**src/rtl/lsu_bus_ctrl.sv**
```systemverilog
// lsu_bus_ctrl: load/store bus controller between the core memory stage and
// the data-memory bank / IO peripheral. One request at a time; decodes the
// region, checks alignment and funct legality, then runs either a single-cycle
// bank strobe or an IO setup/access transaction with wait states and timeout.
//
// Ports:
//   i_clk, i_rst_n                       clock, async active-low reset
//   i_lsu_req/we/addr/wdata/funct        request from the core (taken in IDLE)
//   o_lsu_busy/done/rdata/misalign/fault completion and status to the core
//   po_lsu_addr, penable_o, pwrite_o,
//   pwdata_o, pfunct_code_o, prdata_i    data-memory bank port
//   pio_sel_o, pio_enable_o, pio_write_o,
//   pio_addr_o, pio_wdata_o,
//   pio_rdata_i, pio_ready_i             IO peripheral port
module lsu_bus_ctrl #(
  parameter int unsigned DMEM_ADDR = 13,
  parameter logic [31:0] IO_BASE   = 32'h1000_0000,
  parameter int unsigned TIMEOUT   = 16
) (
  input  logic                 i_clk,
  input  logic                 i_rst_n,
  input  logic                 i_lsu_req,
  input  logic                 i_lsu_we,
  input  logic [31:0]          i_lsu_addr,
  input  logic [31:0]          i_lsu_wdata,
  input  logic [2:0]           i_lsu_funct,
  output logic                 o_lsu_busy,
  output logic                 o_lsu_done,
  output logic [31:0]          o_lsu_rdata,
  output logic                 o_lsu_misalign,
  output logic                 o_lsu_fault,
  output logic [DMEM_ADDR-1:0] po_lsu_addr,
  output logic                 penable_o,
  output logic                 pwrite_o,
  output logic [31:0]          pwdata_o,
  output logic [2:0]           pfunct_code_o,
  input  logic [31:0]          prdata_i,
  output logic                 pio_sel_o,
  output logic                 pio_enable_o,
  output logic                 pio_write_o,
  output logic [7:0]           pio_addr_o,
  output logic [31:0]          pio_wdata_o,
  input  logic [31:0]          pio_rdata_i,
  input  logic                 pio_ready_i
);

  localparam int unsigned CNT_W = $clog2(TIMEOUT + 1);

  typedef enum logic [2:0] {
    S_IDLE      = 3'd0,
    S_DMEM      = 3'd1,
    S_IO_SETUP  = 3'd2,
    S_IO_ACCESS = 3'd3,
    S_DONE      = 3'd4
  } state_e;

  state_e               state_q, state_d;
  logic [DMEM_ADDR-1:0] addr_q, addr_d;
  logic                 we_q, we_d;
  logic [31:0]          wdata_q, wdata_d;
  logic [2:0]           funct_q, funct_d;
  logic [CNT_W-1:0]     cnt_q, cnt_d;
  logic [31:0]          rdata_q, rdata_d;
  logic                 misalign_q, misalign_d;
  logic                 fault_q, fault_d;
  logic                 busy_q, busy_d;
  logic                 done_q, done_d;
  logic                 penable_q, penable_d;
  logic                 pwrite_q, pwrite_d;
  logic [DMEM_ADDR-1:0] paddr_q, paddr_d;
  logic [31:0]          pwdata_q, pwdata_d;
  logic [2:0]           pfunct_q, pfunct_d;
  logic                 io_sel_q, io_sel_d;
  logic                 io_en_q, io_en_d;
  logic                 io_wr_q, io_wr_d;
  logic [7:0]           io_addr_q, io_addr_d;
  logic [31:0]          io_wdata_q, io_wdata_d;

  // Request classification, only consumed when accepting in IDLE.
  logic req_misalign, req_illegal, req_dmem, req_io;

  always_comb begin
    req_misalign = ((i_lsu_funct[1:0] == 2'b01) && i_lsu_addr[0]) ||
                   ((i_lsu_funct[1:0] == 2'b10) && (i_lsu_addr[1:0] != 2'b00));
    req_illegal  = i_lsu_we ? (i_lsu_funct > 3'd2)
                            : ((i_lsu_funct == 3'd3) || (i_lsu_funct == 3'd6) ||
                               (i_lsu_funct == 3'd7));
    req_dmem     = (i_lsu_addr[31:DMEM_ADDR] == '0);
    req_io       = (i_lsu_addr[31:8] == IO_BASE[31:8]);
  end

  // Next state, payload capture and result update.
  always_comb begin
    state_d    = state_q;
    addr_d     = addr_q;
    we_d       = we_q;
    wdata_d    = wdata_q;
    funct_d    = funct_q;
    cnt_d      = cnt_q;
    rdata_d    = rdata_q;
    misalign_d = misalign_q;
    fault_d    = fault_q;

    case (state_q)
      S_IDLE: begin
        if (i_lsu_req) begin
          addr_d     = i_lsu_addr[DMEM_ADDR-1:0];
          we_d       = i_lsu_we;
          wdata_d    = i_lsu_wdata;
          funct_d    = i_lsu_funct;
          cnt_d      = '0;
          rdata_d    = '0;
          misalign_d = 1'b0;
          fault_d    = 1'b0;
          if (req_misalign) begin
            misalign_d = 1'b1;
            state_d    = S_DONE;
          end else if (req_illegal || (req_io && (i_lsu_funct != 3'b010)) ||
                       (!req_io && !req_dmem)) begin
            fault_d = 1'b1;
            state_d = S_DONE;
          end else if (req_dmem) begin
            state_d = S_DMEM;
          end else begin
            state_d = S_IO_SETUP;
          end
        end
      end
      S_DMEM: begin
        if (!we_q) rdata_d = prdata_i;
        state_d = S_DONE;
      end
      S_IO_SETUP: begin
        cnt_d   = CNT_W'(1);
        state_d = S_IO_ACCESS;
      end
      S_IO_ACCESS: begin
        if (pio_ready_i) begin
          if (!we_q) rdata_d = pio_rdata_i;
          cnt_d   = '0;
          state_d = S_DONE;
        end else if (cnt_q == CNT_W'(TIMEOUT)) begin
          fault_d = 1'b1;
          rdata_d = '0;
          cnt_d   = '0;
          state_d = S_DONE;
        end else begin
          cnt_d = cnt_q + CNT_W'(1);
        end
      end
      S_DONE:  state_d = S_IDLE;
      default: state_d = S_IDLE;
    endcase
  end

  // Output register inputs decoded from the upcoming state, so every output
  // is a flop and bus strobes never overlap.
  always_comb begin
    busy_d     = (state_d == S_DMEM) || (state_d == S_IO_SETUP) ||
                 (state_d == S_IO_ACCESS);
    done_d     = (state_d == S_DONE);
    penable_d  = 1'b0;
    pwrite_d   = 1'b0;
    paddr_d    = '0;
    pwdata_d   = '0;
    pfunct_d   = '0;
    io_sel_d   = 1'b0;
    io_en_d    = 1'b0;
    io_wr_d    = 1'b0;
    io_addr_d  = '0;
    io_wdata_d = '0;
    if (state_d == S_DMEM) begin
      penable_d = 1'b1;
      pwrite_d  = we_d;
      paddr_d   = addr_d;
      pwdata_d  = wdata_d;
      pfunct_d  = funct_d;
    end
    if ((state_d == S_IO_SETUP) || (state_d == S_IO_ACCESS)) begin
      io_sel_d   = 1'b1;
      io_en_d    = (state_d == S_IO_ACCESS);
      io_wr_d    = we_d;
      io_addr_d  = addr_d[7:0];
      io_wdata_d = wdata_d;
    end
  end

  // State, payload and output registers.
  always_ff @(posedge i_clk or negedge i_rst_n) begin
    if (!i_rst_n) begin
      state_q    <= S_IDLE;
      addr_q     <= '0;
      we_q       <= 1'b0;
      wdata_q    <= '0;
      funct_q    <= '0;
      cnt_q      <= '0;
      rdata_q    <= '0;
      misalign_q <= 1'b0;
      fault_q    <= 1'b0;
      busy_q     <= 1'b0;
      done_q     <= 1'b0;
      penable_q  <= 1'b0;
      pwrite_q   <= 1'b0;
      paddr_q    <= '0;
      pwdata_q   <= '0;
      pfunct_q   <= '0;
      io_sel_q   <= 1'b0;
      io_en_q    <= 1'b0;
      io_wr_q    <= 1'b0;
      io_addr_q  <= '0;
      io_wdata_q <= '0;
    end else begin
      state_q    <= state_d;
      addr_q     <= addr_d;
      we_q       <= we_d;
      wdata_q    <= wdata_d;
      funct_q    <= funct_d;
      cnt_q      <= cnt_d;
      rdata_q    <= rdata_d;
      misalign_q <= misalign_d;
      fault_q    <= fault_d;
      busy_q     <= busy_d;
      done_q     <= done_d;
      penable_q  <= penable_d;
      pwrite_q   <= pwrite_d;
      paddr_q    <= paddr_d;
      pwdata_q   <= pwdata_d;
      pfunct_q   <= pfunct_d;
      io_sel_q   <= io_sel_d;
      io_en_q    <= io_en_d;
      io_wr_q    <= io_wr_d;
      io_addr_q  <= io_addr_d;
      io_wdata_q <= io_wdata_d;
    end
  end

  assign o_lsu_busy     = busy_q;
  assign o_lsu_done     = done_q;
  assign o_lsu_rdata    = rdata_q;
  assign o_lsu_misalign = misalign_q;
  assign o_lsu_fault    = fault_q;
  assign po_lsu_addr    = paddr_q;
  assign penable_o      = penable_q;
  assign pwrite_o       = pwrite_q;
  assign pwdata_o       = pwdata_q;
  assign pfunct_code_o  = pfunct_q;
  assign pio_sel_o      = io_sel_q;
  assign pio_enable_o   = io_en_q;
  assign pio_write_o    = io_wr_q;
  assign pio_addr_o     = io_addr_q;
  assign pio_wdata_o    = io_wdata_q;

endmodule

```
**config.mk**
```make
export PLATFORM = sky130hd
export DESIGN_NAME = lsu_bus_ctrl
export DESIGN_NICKNAME = d
export VERILOG_FILES = /design/src/rtl/lsu_bus_ctrl.sv
export SDC_FILE = /design/constraint.sdc
export NUM_CORES = 1
export LEC_CHECK = 0
export CAP_MARGIN = 20
export CORE_MARGIN = 2
export CORE_UTILIZATION = 47
export CTS_CLUSTER_DIAMETER = 100
export DETAILED_ROUTE_END_ITERATION = 10
export GPL_TIMING_DRIVEN = 0
export PLACE_DENSITY = 0.91
export REMOVE_ABC_BUFFERS = 1
export SKIP_LAST_GASP = 1
export SLEW_MARGIN = 30
export SYNTH_ARGS = -nofsm -noshare
export SYNTH_HDL_FRONTEND = slang
export SYNTH_SLANG_ARGS = --single-unit
export TNS_END_PERCENT = 10
```
**constraint.sdc**
```tcl
create_clock -name i_clk -period 3.8 [get_ports i_clk]
set_input_delay 0.38 -clock i_clk [delete_from_list [all_inputs] [get_ports i_clk]]
set_output_delay 0.38 -clock i_clk [all_outputs]
set_load 0.01 [all_outputs]
```
* Word level (Yosys, flattened, before mapping)
Index checks and enable logic that the tools add are counted.
** Word-level totals
- Flip-flop bits (word level) :: 186
- Bits of input ports :: 136
- Output and inout port bits :: 129
- Word-level logic and storage cells :: 111
** Operators by class
- Add/sub/neg operators :: 1
- $lt $le $gt $ge :: 1
- Equality and inequality tests :: 21
- Multiplexer cells :: 43
- Reduce and logical (&&, ||, !) cells :: 24
** Operator list (number)
- 2-to-1 mux 32 bit :: 9
- one-hot mux 32 bit (3 select lines) :: 1
- 2-to-1 mux 13 bit :: 3
- == test 24 x 21 -> 1 bit, second input constant :: 1
- 2-to-1 mux 3 bit :: 8
- logical NOT 19 bit :: 1
- == test 3 x 2 -> 1 bit, second input constant :: 5
- 2-to-1 mux 5 bit :: 3
- one-hot mux 5 bit (3 select lines) :: 1
- 2-to-1 mux 1 bit :: 14
- one-hot mux 3 bit (4 select lines) :: 1
- == test 3 bit, second input constant :: 3
- logical OR 1 bit :: 8
- 2-to-1 mux 8 bit :: 1
- != test 2 bit, second input constant :: 4
- == test 3 x 1 -> 1 bit, second input constant :: 2
- != test 3 bit, second input constant :: 2
- nonzero test 3 bit :: 2
- adder 5 x 1 -> 5 bit, second input constant :: 1
- == test 5 bit, second input constant :: 1
- AND reduction 5 bit :: 1
- logical AND 1 bit :: 4
- AND reduction 2 bit :: 2
- AND reduction 4 bit :: 1
- other kinds (9) :: 11

* Logic depth before layout (Yosys ltp)
Gate-level depths: netlist of run 1.
- Depth after elaboration :: 13
- Gate-level depth with buffers :: 8
- Depth with buffers taken out :: 6

* Worst setup path before layout of run 1
No wires, ideal clock.
- Path type :: register to register
- From :: reg cnt_q[0]
- To :: reg io_addr_q[0] (netlist: pio_addr_o[0])
- Setup time :: 0.137 ns
- Arrival :: 1.873 ns
- Data required time :: 3.663 ns
- Setup slack :: 1.790 ns
- Stages on the path, launching flop included :: 9
- Path buffers :: 2
- Period minus slack after synthesis :: 2.010 ns
- Path through :: dfrtp_1 > inv_1 > ha_1 > nor4bb_1 > o21ai_0 > nand2b_1 > clkbuf_1 > buf_1 > a21oi_1
** On the way
- Word-level cells in the longest chain between the ends :: 7
- Elaborated cells on any way between the ends :: 8
- Classes of those cells :: eq/ne (3); mux (4); reduce/logical (1)
** Ends and longest elaborated chain
- start: declaration :: line 62 : logic [CNT_W-1:0] cnt_q, cnt_d;
- start signal: assignment :: line 218 : cnt_q <= cnt_d;
- == test 5 bit * :: line 142 : end else if (cnt_q == CNT_W'(TIMEOUT)) begin
- 2-to-1 mux 3 bit * :: line 142
- 2-to-1 mux 3 bit * :: line 138 : if (pio_ready_i) begin
- one-hot mux 3 bit (4 select lines) * :: line 104 : case (state_q)
- == test 3 x 2 -> 1 bit :: line 179 : if ((state_d == S_IO_SETUP) || (state_d == S_IO_ACCESS)) begin
- logical OR 1 bit * :: line 179
- 2-to-1 mux 8 bit * :: line 179
- net io_addr_d[0] :: line 76 : logic [7:0] io_addr_q, io_addr_d;
- end signal: assignment :: line 232 : io_addr_q <= io_addr_d;
- end: declaration :: line 76
Mark *: on every way through the listed nets, which the timed path passes. The rest lies on a longest branch.
A chain may end at the register's enable or synchronous reset.

* Final worst setup path of run 1
- From :: reg state_q[1]
- To :: reg io_wdata_q[14] (netlist: pio_wdata_o[14])
** On the way
- Word-level cells in the longest chain between the ends :: 6
- Elaborated cells on any way between the ends :: 13
- Classes of those cells :: eq/ne (5); mux (6); reduce/logical (2)
** Ends and longest elaborated chain
- start: declaration :: line 57 : state_e state_q, state_d;
- start signal: assignment :: line 213 : state_q <= state_d;
- 2-to-1 mux 3 bit :: line 142
- 2-to-1 mux 3 bit :: line 138
- one-hot mux 3 bit (4 select lines) :: line 104
- == test 3 x 2 -> 1 bit :: line 179
- logical OR 1 bit :: line 179
- 2-to-1 mux 32 bit * :: line 179
- net io_wdata_d[14] :: line 77 : logic [31:0] io_wdata_q, io_wdata_d;
- end signal: assignment :: line 233 : io_wdata_q <= io_wdata_d;
- end: declaration :: line 77
Marks and branches as above.

==> out/qor.txt, run 1 <==
Post-CTS setup buffers - 0
Die area - 0.0158 mm²
Overall die width - 126 µm
Initial DRC Count - 326
Core area - 0.0145 mm²
Crit Path Max Fanout - 40
Relative slew slack - 49.0%
ANT nets after route - 0
Post-synth EDFFs - 0
Gr ovfl total - 0
DR top layer - met4
Worst R2R Path Depth - 6
Most common cell after layout, fill and taps aside - clkdlybuf4s50_1
IO Count - 265
Slew Limit Fails - 0
Cell Area, Placed - 0.00997 mm²
Critical Path RT - 4.13 ns
Startpoint Class - register
Final instance area - 0.0106 mm²
Initial antenna violation count - 1
Cell Rows - 44
Largest net degree at the start of global routing - 87
Register area share after synthesis - 66.7%
Max IR drop VDD - 316 µV
Total wire length - 19,200 µm
CP Class - reg -> reg
Drc violations - 0
Placer Congestion - 0.783
Fillers - 989
Clock sinks - 186
Arrival @ worst endpoint - 3.55 ns
Layout Cells excl Fill - 1,048
Unrepaired setup endpoints after global routing - no
Worst-Margin Slew - 0.754 ns
Worst Setup End Kind - register
Most frequent cells in the layout - 263 x clkdlybuf4s50_1, 185 x dfrtp_1, 79 x a21oi_1
Ys flop type - dfrtp_1
Area delta synth->final - 51.3%
CTS Buf Count - 17
CTS tree - yes
Hold Crit Class - in -> async
Layout cell share with drive strength beyond 1 - 6.49%
Max cap viols - 0
Vias in the first global route - 5,876
Final design utilization - 72.7%
Port bufs - 264
Mean Syn Cell Area - 11.9 µm²
Final Hold Fails - 0
Pre-Repair DR Iteration Count - 4
Initial Util - 48.0%
Clock latency at the later pin of the worst-skew pair - 0.42 ns
Setup violators final - 0
Setup skew after layout - 0.0101 ns
Final nets - 989
Detail Route met3 WL - 1910 µm
Synth Instances - 587
Fin crit share - 84.5%
Ys Warns - 0
Pwr dens - 402 mW/mm²
Worst reg2reg setup slack - 0.59 ns
R2R Path Start - state_q[1]
Run status - finished, final reports clean
Overall global routing resource usage - 24.8%
Root buffer cell - clkbuf_16
WL met1 - 6950 µm
WL per Instance - 18.4 µm
Worst R2R End - pio_wdata_o[14]
Library cells used by synthesis - 39
Synthesized flop and latch total - 186
Metal2 WL - 9670 µm
Max Fclk - 311 MHz
Clk pin slew, worst setup/hold paths - 0.07 ns
Async SR Flop Fraction - 100%
CTS Buffer Depth - 2
Die height - 126 µm
Placed insts - 1,015
Total number of vias - 5,471
Leak - 0.00483 µW
First-pass GRT wire length - 30,600 µm
Min cycle time layout - 3.21 ns
Post-Syn Area - 0.00698 mm²
Detail Placement HPWL - 13,800 µm
DR vias/cell - 5.22
Clock H-tree levels - 4
==> cells in the mapped netlist, drive strengths merged (2+ instances only) <==
| cell | number | area (µm²) |
|---|---|---|
| a211oi | 2 | 15.0 |
| o21bai | 3 | 22.5 |
| nor4 | 7 | 43.8 |
| a21boi | 2 | 15.0 |
| inv | 46 | 173 |
| buf | 11 | 50.0 |
| dfrtp | 186 | 4650 |
| o21a | 2 | 15.0 |
| nor4b | 2 | 32.5 |
| nor2b | 36 | 225 |
| nand3b | 2 | 15.0 |
| nand2b | 3 | 18.8 |
| nor2 | 42 | 158 |
| ha | 2 | 25.0 |
| or4 | 3 | 22.5 |
| o2bb2ai | 32 | 280 |
| mux2i | 41 | 410 |
| nand2 | 33 | 124 |
| nand3 | 2 | 10.0 |
| clkbuf | 25 | 93.8 |
| a21oi | 79 | 395 |
| o21ai | 10 | 50.0 |
| o211ai | 3 | 22.5 |
==> area by class of cell <==
type	count	area, µm²	area share, %
repair buffers	281	2880	27.3
inverters	46	173	1.63
diodes	1	2.50	0.0237
clock inverters	10	119	1.13
clock buffers	21	460	4.36
multi-input cells	319	2040	19.3
well taps	184	230	2.18
flip-flops and latches	186	4660	44.1
==> worst max-delay path: stages (launching register included) <==
cell and delay (ns):
dfrtp_2 0.67, nor4b_4 0.64, buf_6 0.25, o2111ai_1 0.11, or4_2 0.95, buf_16 0.30
a21oi_1 0.18
==> cell families (layout without fill, tap and decap cells) <==
group	after synthesis	in the layout	synth area share [%]
multiplexers	41	41	5.88
AND/OR/NAND/NOR	135	135	9.88
AO/OA/AOI/OAI	140	140	12.5
other	0	1	0
adder cells (fa/ha/maj)	2	2	0.358
flip-flops	186	186	66.7
buffers and inverters	82	358	4.53
XOR/XNOR	1	1	0.125
==> registers in the layout (all words and copies together), names as in the netlist, 3 cells and up <==
signal	count
addr_q	13
cnt_q	5
funct_q	3
o_lsu_rdata	32
pfunct_code_o	3
pio_addr_o	8
pio_wdata_o	32
po_lsu_addr	13
pwdata_o	32
state_q	3
wdata_q	32
==> routing by layer <==
metal | track usage (%) | up-vias
met2 | 41.5 | 236
li1 | - | 2508
met1 | 27.7 | 2680
met5 | 0 | -
met3 | 9.98 | 47
met4 | 11.8 | 0
==> power by group <==
part / switching, µW / leakage, µW / internal, µW
clock network: 721 / 0.000276 / 1000
logic: 204 / 0.00207 / 222
registers: 27.1 / 0.00248 / 2070
==> stage by stage <==
step                hold slack [ns]  total power [µW]  setup slack [ns]   TNS, ns
floorplan                    0.0844              2290            -0.829    -95.70
global placement              0.452              2520             -4.98  -1320.26
detailed placement            0.220              2550             0.514         0
CTS                           0.364              4280             0.610         0
global route                  0.374              4410             0.444         0
finish                        0.371              4240             0.588         0
==> how the worst max path moves through the flow <==
| stage | start | cells past startpoint | end | slack [ns] |
|---|---|---|---|---|
| 6_report | state_q[1] | 6 | pio_wdata_o[14] | 0.59 |
| 3_5_place_dp | i_lsu_req | 7 | pio_wdata_o[14] | 0.51 |
| 3_3_place_gp | i_rst_n | 1 | wdata_q[7] | -4.98 |
| 4_1_cts | state_q[1] | 6 | pio_wdata_o[14] | 0.61 |
| 2_1_floorplan | state_q[1] | 3 | o_lsu_rdata[30] | -0.83 |
| 5_1_grt | state_q[1] | 6 | pio_wdata_o[4] | 0.44 |
==> repair_timing <==
action | CTS | global route
hold buffers | 1 | 0
endpoints found under the hold margin | 20 | 0
gates resized for setup | 0 | 0
Power figures use the tool's default switching activity.
==> run 2: changes to the inputs <==
CORE_UTILIZATION = 44   (was 47)
PLACE_DENSITY = 0.86   (was 0.91)
clock period = 3.26 ns   (was 3.8 ns; I/O delays follow)
==> out/qor.txt, run 2 (synthesized netlist as in run 1, its figures left out) <==
Run status - finished, final reports clean (unchanged)
Slew Limit Fails - 0 (unchanged)
Initial Util - 44.4% (was 48.0%)
Clock H-tree levels - 4 (unchanged)
DR vias/cell - 5.01 (was 5.22)
Delay-heaviest family, CP - simple AND/OR/NAND/NOR gates (unchanged)
Initial antenna violation count - 0 (was 1)
Setup violators final - 0 (unchanged)
Overall die width - 130 µm (was 126 µm)
ANT nets after route - 0 (unchanged)
Arrival @ worst endpoint - 3.18 ns (was 3.55 ns)
Most common cell after layout, fill and taps aside - clkdlybuf4s50_1 (unchanged)
Vias in the first global route - 5,537 (was 5,876)
Leak - 0.00487 µW (was 0.00483 µW)
Worst Setup End Kind - register (unchanged)
Pre-Repair DR Iteration Count - 4 (unchanged)
Area of the multi-input gates - 0.00204 mm² (about the same)
WP buf/inv - 2 (unchanged)
Clk pin slew, worst setup/hold paths - 0.08 ns (was 0.07 ns)
Detail Placement HPWL - 13,300 µm (was 13,800 µm)
Worst path cell trace - nor4b_4 -> buf_4 -> o2111ai_1 -> or4_4 -> buf_16 -> a21oi_1 (was nor4b_4 -> buf_6 -> o2111ai_1 -> or4_2 -> buf_16 -> a21oi_1)
Seq. cell area - 0.00466 mm² (unchanged)
Worst path max stage delay - 0.68 ns (was 0.95 ns)
Final Hold Fails - 0 (unchanged)
Metal2 WL - 9420 µm (was 9670 µm)
Startpoint Class - register (unchanged)
Max cap viols - 0 (unchanged)
Port bufs - 264 (unchanged)
Largest net degree at the start of global routing - 84 (was 87)
Total wire length - 18,800 µm (was 19,200 µm)
Clock latency at the later pin of the worst-skew pair - 0.43 ns (was 0.42 ns)
Layout cell share with drive strength beyond 1 - 6.83% (was 6.49%)
Die height - 130 µm (was 126 µm)
Die area - 0.0169 mm² (was 0.0158 mm²)
WL per Instance - 17.5 µm (was 18.4 µm)
Pwr dens - 478 mW/mm² (was 402 mW/mm²)
Placer Congestion - 0.800 (was 0.783)
Cell Rows - 46 (was 44)
CTS tree - yes (unchanged)
DR top layer - met4 (unchanged)
Initial DRC Count - 223 (was 326)
Gr ovfl total - 0 (unchanged)
Core area - 0.0157 mm² (was 0.0145 mm²)
Pre-CTS WS - 0.114 ns (was 0.514 ns)
CTS Buf Count - 17 (unchanged)
First-pass GRT wire length - 28,600 µm (was 30,600 µm)
Root buffer cell - clkbuf_16 (unchanged)
Slowest cell on crit path - dfrtp_2 (was or4_2)
Area delta synth->final - 53.0% (was 51.3%)
Hold Crit Class - in -> async (unchanged)
Critical Path RT - 3.60 ns (was 4.13 ns)
Final design utilization - 68.0% (was 72.7%)
Critical Path Stages - 6 (unchanged)
CTS Buffer Depth - 2 (unchanged)
Fin crit share - 87.2% (was 84.5%)
CP Class - reg -> reg (unchanged)
Clock sinks - 186 (unchanged)
Detail Route met3 WL - 1930 µm (was 1910 µm)
Most frequent cells in the layout - 263 x clkdlybuf4s50_1, 185 x dfrtp_1, 79 x a21oi_1 (unchanged)
Relative slew slack - 48.5% (was 49.0%)
Fillers - 1,144 (was 989)
Final nets - 990 (was 989)
Min cycle time layout - 2.84 ns (was 3.21 ns)
Overall global routing resource usage - 22.1% (was 24.8%)
Setup skew after layout - 0.0191 ns (was 0.0101 ns)
Worst-Margin Slew - 0.773 ns (was 0.754 ns)
Max Fclk - 352 MHz (was 311 MHz)
IO Count - 265 (unchanged)
Min setup slack post-route - 0.416 ns (was 0.588 ns)
Worst R2R Path Depth - 6 (unchanged)
Drc violations - 0 (unchanged)
Total number of vias - 5,407 (was 5,471)
Crit Path Max Fanout - 40 (unchanged)
Unrepaired setup endpoints after global routing - no (unchanged)
Max IR drop VDD - 380 µV (was 316 µV)
Diode count - 0 (was 1)
WL met1 - 7120 µm (was 6950 µm)
==> run 2: metal layers <==
metal / vias to the layer above / global-route usage, %
met2: 219 / 38.8
li1: 2516 / -
met3: 30 / 9.55
met4: 0 / 7.59
met1: 2642 / 24.1
met5: - / 0
==> run 2: where the power goes <==
part	switching, µW	internal, µW	leakage (µW)
clock network	932	1240	0.000300
registers	31.4	2410	0.00248
logic	235	258	0.00209
==> run 2: worst paths after layout <==
check	startpoint	to	slack [ns]
max	state_q[1]	pio_wdata_o[16]	0.42
min	i_rst_n	po_lsu_addr[2]	0.34
max reg2reg	state_q[1]	pio_wdata_o[16]	0.42
min reg2reg	addr_q[12]	addr_q[12]	0.48
max in group asynchronous	i_rst_n	state_q[1]	2.21
min in group i_clk	addr_q[12]	addr_q[12]	0.48
==> run 2: what timing repair did <==
item	4_1_cts	5_1_grt
hold buffers	1	0
setup endpoints to repair	0	5
setup buffers	0	0
resized for setup	0	1
endpoints found under the hold margin	28	0
==> run 2: layout make-up <==
class / instances / share of cell area (%)
sequential: 186 / 43.6
timing repair buffer: 282 / 27.2
multi-input combinational: 319 / 19.1
clock buffer: 17 / 3.98
tap: 216 / 2.53
clock inverter: 14 / 1.92
inverter: 46 / 1.62
==> run 2: stage by stage <==
step	instance area, µm²	setup TNS [ns]	cells	power (µW)	hold WS [ns]
after detailed placement	10000	0	1048	2970	0.200
after global routing	10700	0	1080	5310	0.356
after global placement	9750	-1523.68	1031	2940	0.453
after CTS	10700	0	1080	5160	0.334
after floorplan	6840	-173.88	551	2670	0.0304
final	10700	0	1080	5110	0.337
==> run 2: worst reg2reg max path, stage by stage (launching register included) <==
cell,delay (ns)
dfrtp_2,0.68
nor4b_4,0.57
buf_4,0.26
o2111ai_1,0.15
or4_4,0.67
buf_16,0.23
a21oi_1,0.21
==> run 3: changes to the inputs <==
CORE_MARGIN = default   (was 2)
CTS_CLUSTER_DIAMETER = default   (was 100)
==> out/qor.txt, run 3 (synthesized netlist as in run 1, its figures left out) <==
Vias in the first global route - 5,648 (was 5,537)
R2R Path Start - state_q[1] (unchanged)
Final nets - 992 (was 990)
Pwr dens - 465 mW/mm² (was 478 mW/mm²)
Total power draw - 4940 µW (was 5110 µW)
Worst R2R End - pio_wdata_o[30] (was pio_wdata_o[16])
Slowest cell on crit path - or4_2 (was dfrtp_2)
Initial DRC Count - 243 (was 223)
Slew Limit Fails - 0 (unchanged)
Die height - 128 µm (was 130 µm)
Port bufs - 264 (unchanged)
Placed insts - 1,043 (was 1,048)
Arrival @ worst endpoint - 3.36 ns (was 3.18 ns)
Layout Cells excl Fill - 1,077 (was 1,080)
Most common cell after layout, fill and taps aside - clkdlybuf4s50_1 (unchanged)
Hold Crit Class - in -> async (unchanged)
Die area - 0.0164 mm² (was 0.0169 mm²)
Crit Path Max Fanout - 40 (unchanged)
WL per Instance - 17.3 µm (was 17.5 µm)
Max Fclk - 331 MHz (was 352 MHz)
Max cap viols - 0 (unchanged)
IO Count - 265 (unchanged)
Leak - 0.00485 µW (was 0.00487 µW)
Final instance area - 0.0106 mm² (was 0.0107 mm²)
CTS Buf Count - 17 (unchanged)
Min setup slack post-route - 0.235 ns (was 0.416 ns)
Setup violators final - 0 (unchanged)
Overall global routing resource usage - 23.3% (was 22.1%)
Initial Util - 45.6% (was 44.4%)
Most frequent cells in the layout - 263 x clkdlybuf4s50_1, 185 x dfrtp_1, 79 x a21oi_1 (unchanged)
Fin crit share - 92.8% (was 87.2%)
Worst R2R Path Depth - 6 (unchanged)
Critical Path RT - 3.60 ns (about the same)
Drc violations - 0 (unchanged)
First-pass GRT wire length - 28,900 µm (was 28,600 µm)
Layout cell share with drive strength beyond 1 - 6.93% (was 6.83%)
Largest net degree at the start of global routing - 90 (was 84)
Cell Rows - 45 (was 46)
Worst reg2reg setup slack - 0.23 ns (was 0.42 ns)
Placer Congestion - 0.776 (was 0.800)
Core area - 0.0153 mm² (was 0.0157 mm²)
Initial antenna violation count - 0 (unchanged)
Min cycle time layout - 3.03 ns (was 2.84 ns)
Area of the multi-input gates - 0.00204 mm² (about the same)
ANT nets after route - 0 (unchanged)
CTS tree - yes (unchanged)
Setup skew after layout - 0.00993 ns (was 0.0191 ns)
Worst Setup End Kind - register (unchanged)
Worst path max stage delay - 0.93 ns (was 0.68 ns)
Clk pin slew, worst setup/hold paths - 0.07 ns (was 0.08 ns)
Seq. cell area - 0.00466 mm² (unchanged)
Overall die width - 128 µm (was 130 µm)
Gr ovfl total - 0 (unchanged)
Worst path cell trace - nor4b_4 -> buf_6 -> o2111ai_1 -> or4_2 -> buf_16 -> a21oi_1 (was nor4b_4 -> buf_4 -> o2111ai_1 -> or4_4 -> buf_16 -> a21oi_1)
Relative slew slack - 50.6% (was 48.5%)
Pre-Repair DR Iteration Count - 4 (unchanged)
Startpoint Class - register (unchanged)
Critical Path End - pio_wdata_o[30] (was pio_wdata_o[16])
Final Hold Fails - 0 (unchanged)
Diode count - 0 (unchanged)
DR vias/cell - 5.04 (was 5.01)
Total number of vias - 5,430 (was 5,407)
Pre-CTS WS - 0.0524 ns (was 0.114 ns)
Fillers - 1,135 (was 1,144)
CP Class - reg -> reg (unchanged)
Run status - finished, final reports clean (unchanged)
Unrepaired setup endpoints after global routing - no (unchanged)
Worst-Margin Slew - 0.741 ns (was 0.773 ns)
Detail Placement HPWL - 13,200 µm (was 13,300 µm)
Area delta synth->final - 52.2% (was 53.0%)
Total wire length - 18,600 µm (was 18,800 µm)
Clock H-tree levels - 4 (unchanged)
Critical Path Source - state_q[1] (unchanged)
CTS Buffer Depth - 2 (unchanged)
Clock latency at the later pin of the worst-skew pair - 0.43 ns (about the same)
Max IR drop VDD - 384 µV (was 380 µV)
Clock sinks - 186 (unchanged)
Root buffer cell - clkbuf_16 (unchanged)
Cell Area, Placed - 0.0100 mm² (about the same)
==> run 3: layout make-up <==
| type | instances | share of cell area (%) |
|---|---|---|
| clock buffer | 19 | 4.17 |
| sequential | 186 | 43.8 |
| timing repair buffer | 284 | 27.5 |
| clock inverter | 12 | 1.24 |
| multi-input combinational | 319 | 19.2 |
| inverter | 46 | 1.63 |
| tap | 211 | 2.48 |
==> run 3: worst min path at each step <==
stage | from | to | slack (ns) | depth (start not counted)
2_1_floorplan | i_rst_n | addr_q[0] | 0.03 | 0
3_3_place_gp | addr_q[10] | addr_q[10] | 0.45 | 2
3_5_place_dp | i_rst_n | pio_wdata_o[12] | 0.18 | 1
4_1_cts | i_rst_n | pio_wdata_o[12] | 0.33 | 2
5_1_grt | i_rst_n | pio_wdata_o[12] | 0.33 | 2
6_report | i_rst_n | pio_enable_o | 0.34 | 2
==> run 3: where the power goes <==
| group | total (µW) | internal (µW) | leakage [µW] | switching [µW] |
|---|---|---|---|---|
| Clock | 2000 | 1100 | 0.000277 | 907 |
| Combinational | 496 | 261 | 0.00209 | 235 |
| Sequential | 2440 | 2410 | 0.00248 | 30.3 |
| Total | 4940 | 3760 | 0.00485 | 1170 |
==> run 3: what timing repair did <==
action | in CTS | in global routing
hold buffers | 1 | 0
endpoints found under the setup margin | 0 | 5
resized for setup | 0 | 0
endpoints found under the hold margin | 22 | 0
setup buffers | 0 | 2
==> run 3: worst max-delay path: cells and delay by family, from the launching register on <==
| kind | cells | cell delay, ns |
|---|---|---|
| AO/OA/AOI/OAI | 2 | 0.29 |
| AND/OR/NAND/NOR | 2 | 1.42 |
| buffers and inverters | 2 | 0.51 |
| flip-flops | 1 | 0.67 |
==> run 3: per-layer routing <==
metal | track usage (%) | routed length [µm]
met1 | 25.1 | 6950
met2 | 40.8 | 9280
met3 | 10.4 | 2000
met4 | 7.89 | 373
met5 | 0 | 0
==> run 3: stage by stage <==
step / TNS [ns] / utilization [%] / hold slack, ns
after global placement: -1519.45 / 63.6 / 0.453
after detailed placement: 0 / 65.5 / 0.182
after floorplan: -173.88 / - / 0.0304
after global routing: 0 / 69.4 / 0.334
after CTS: 0 / 69.3 / 0.329
final: 0 / 69.4 / 0.338
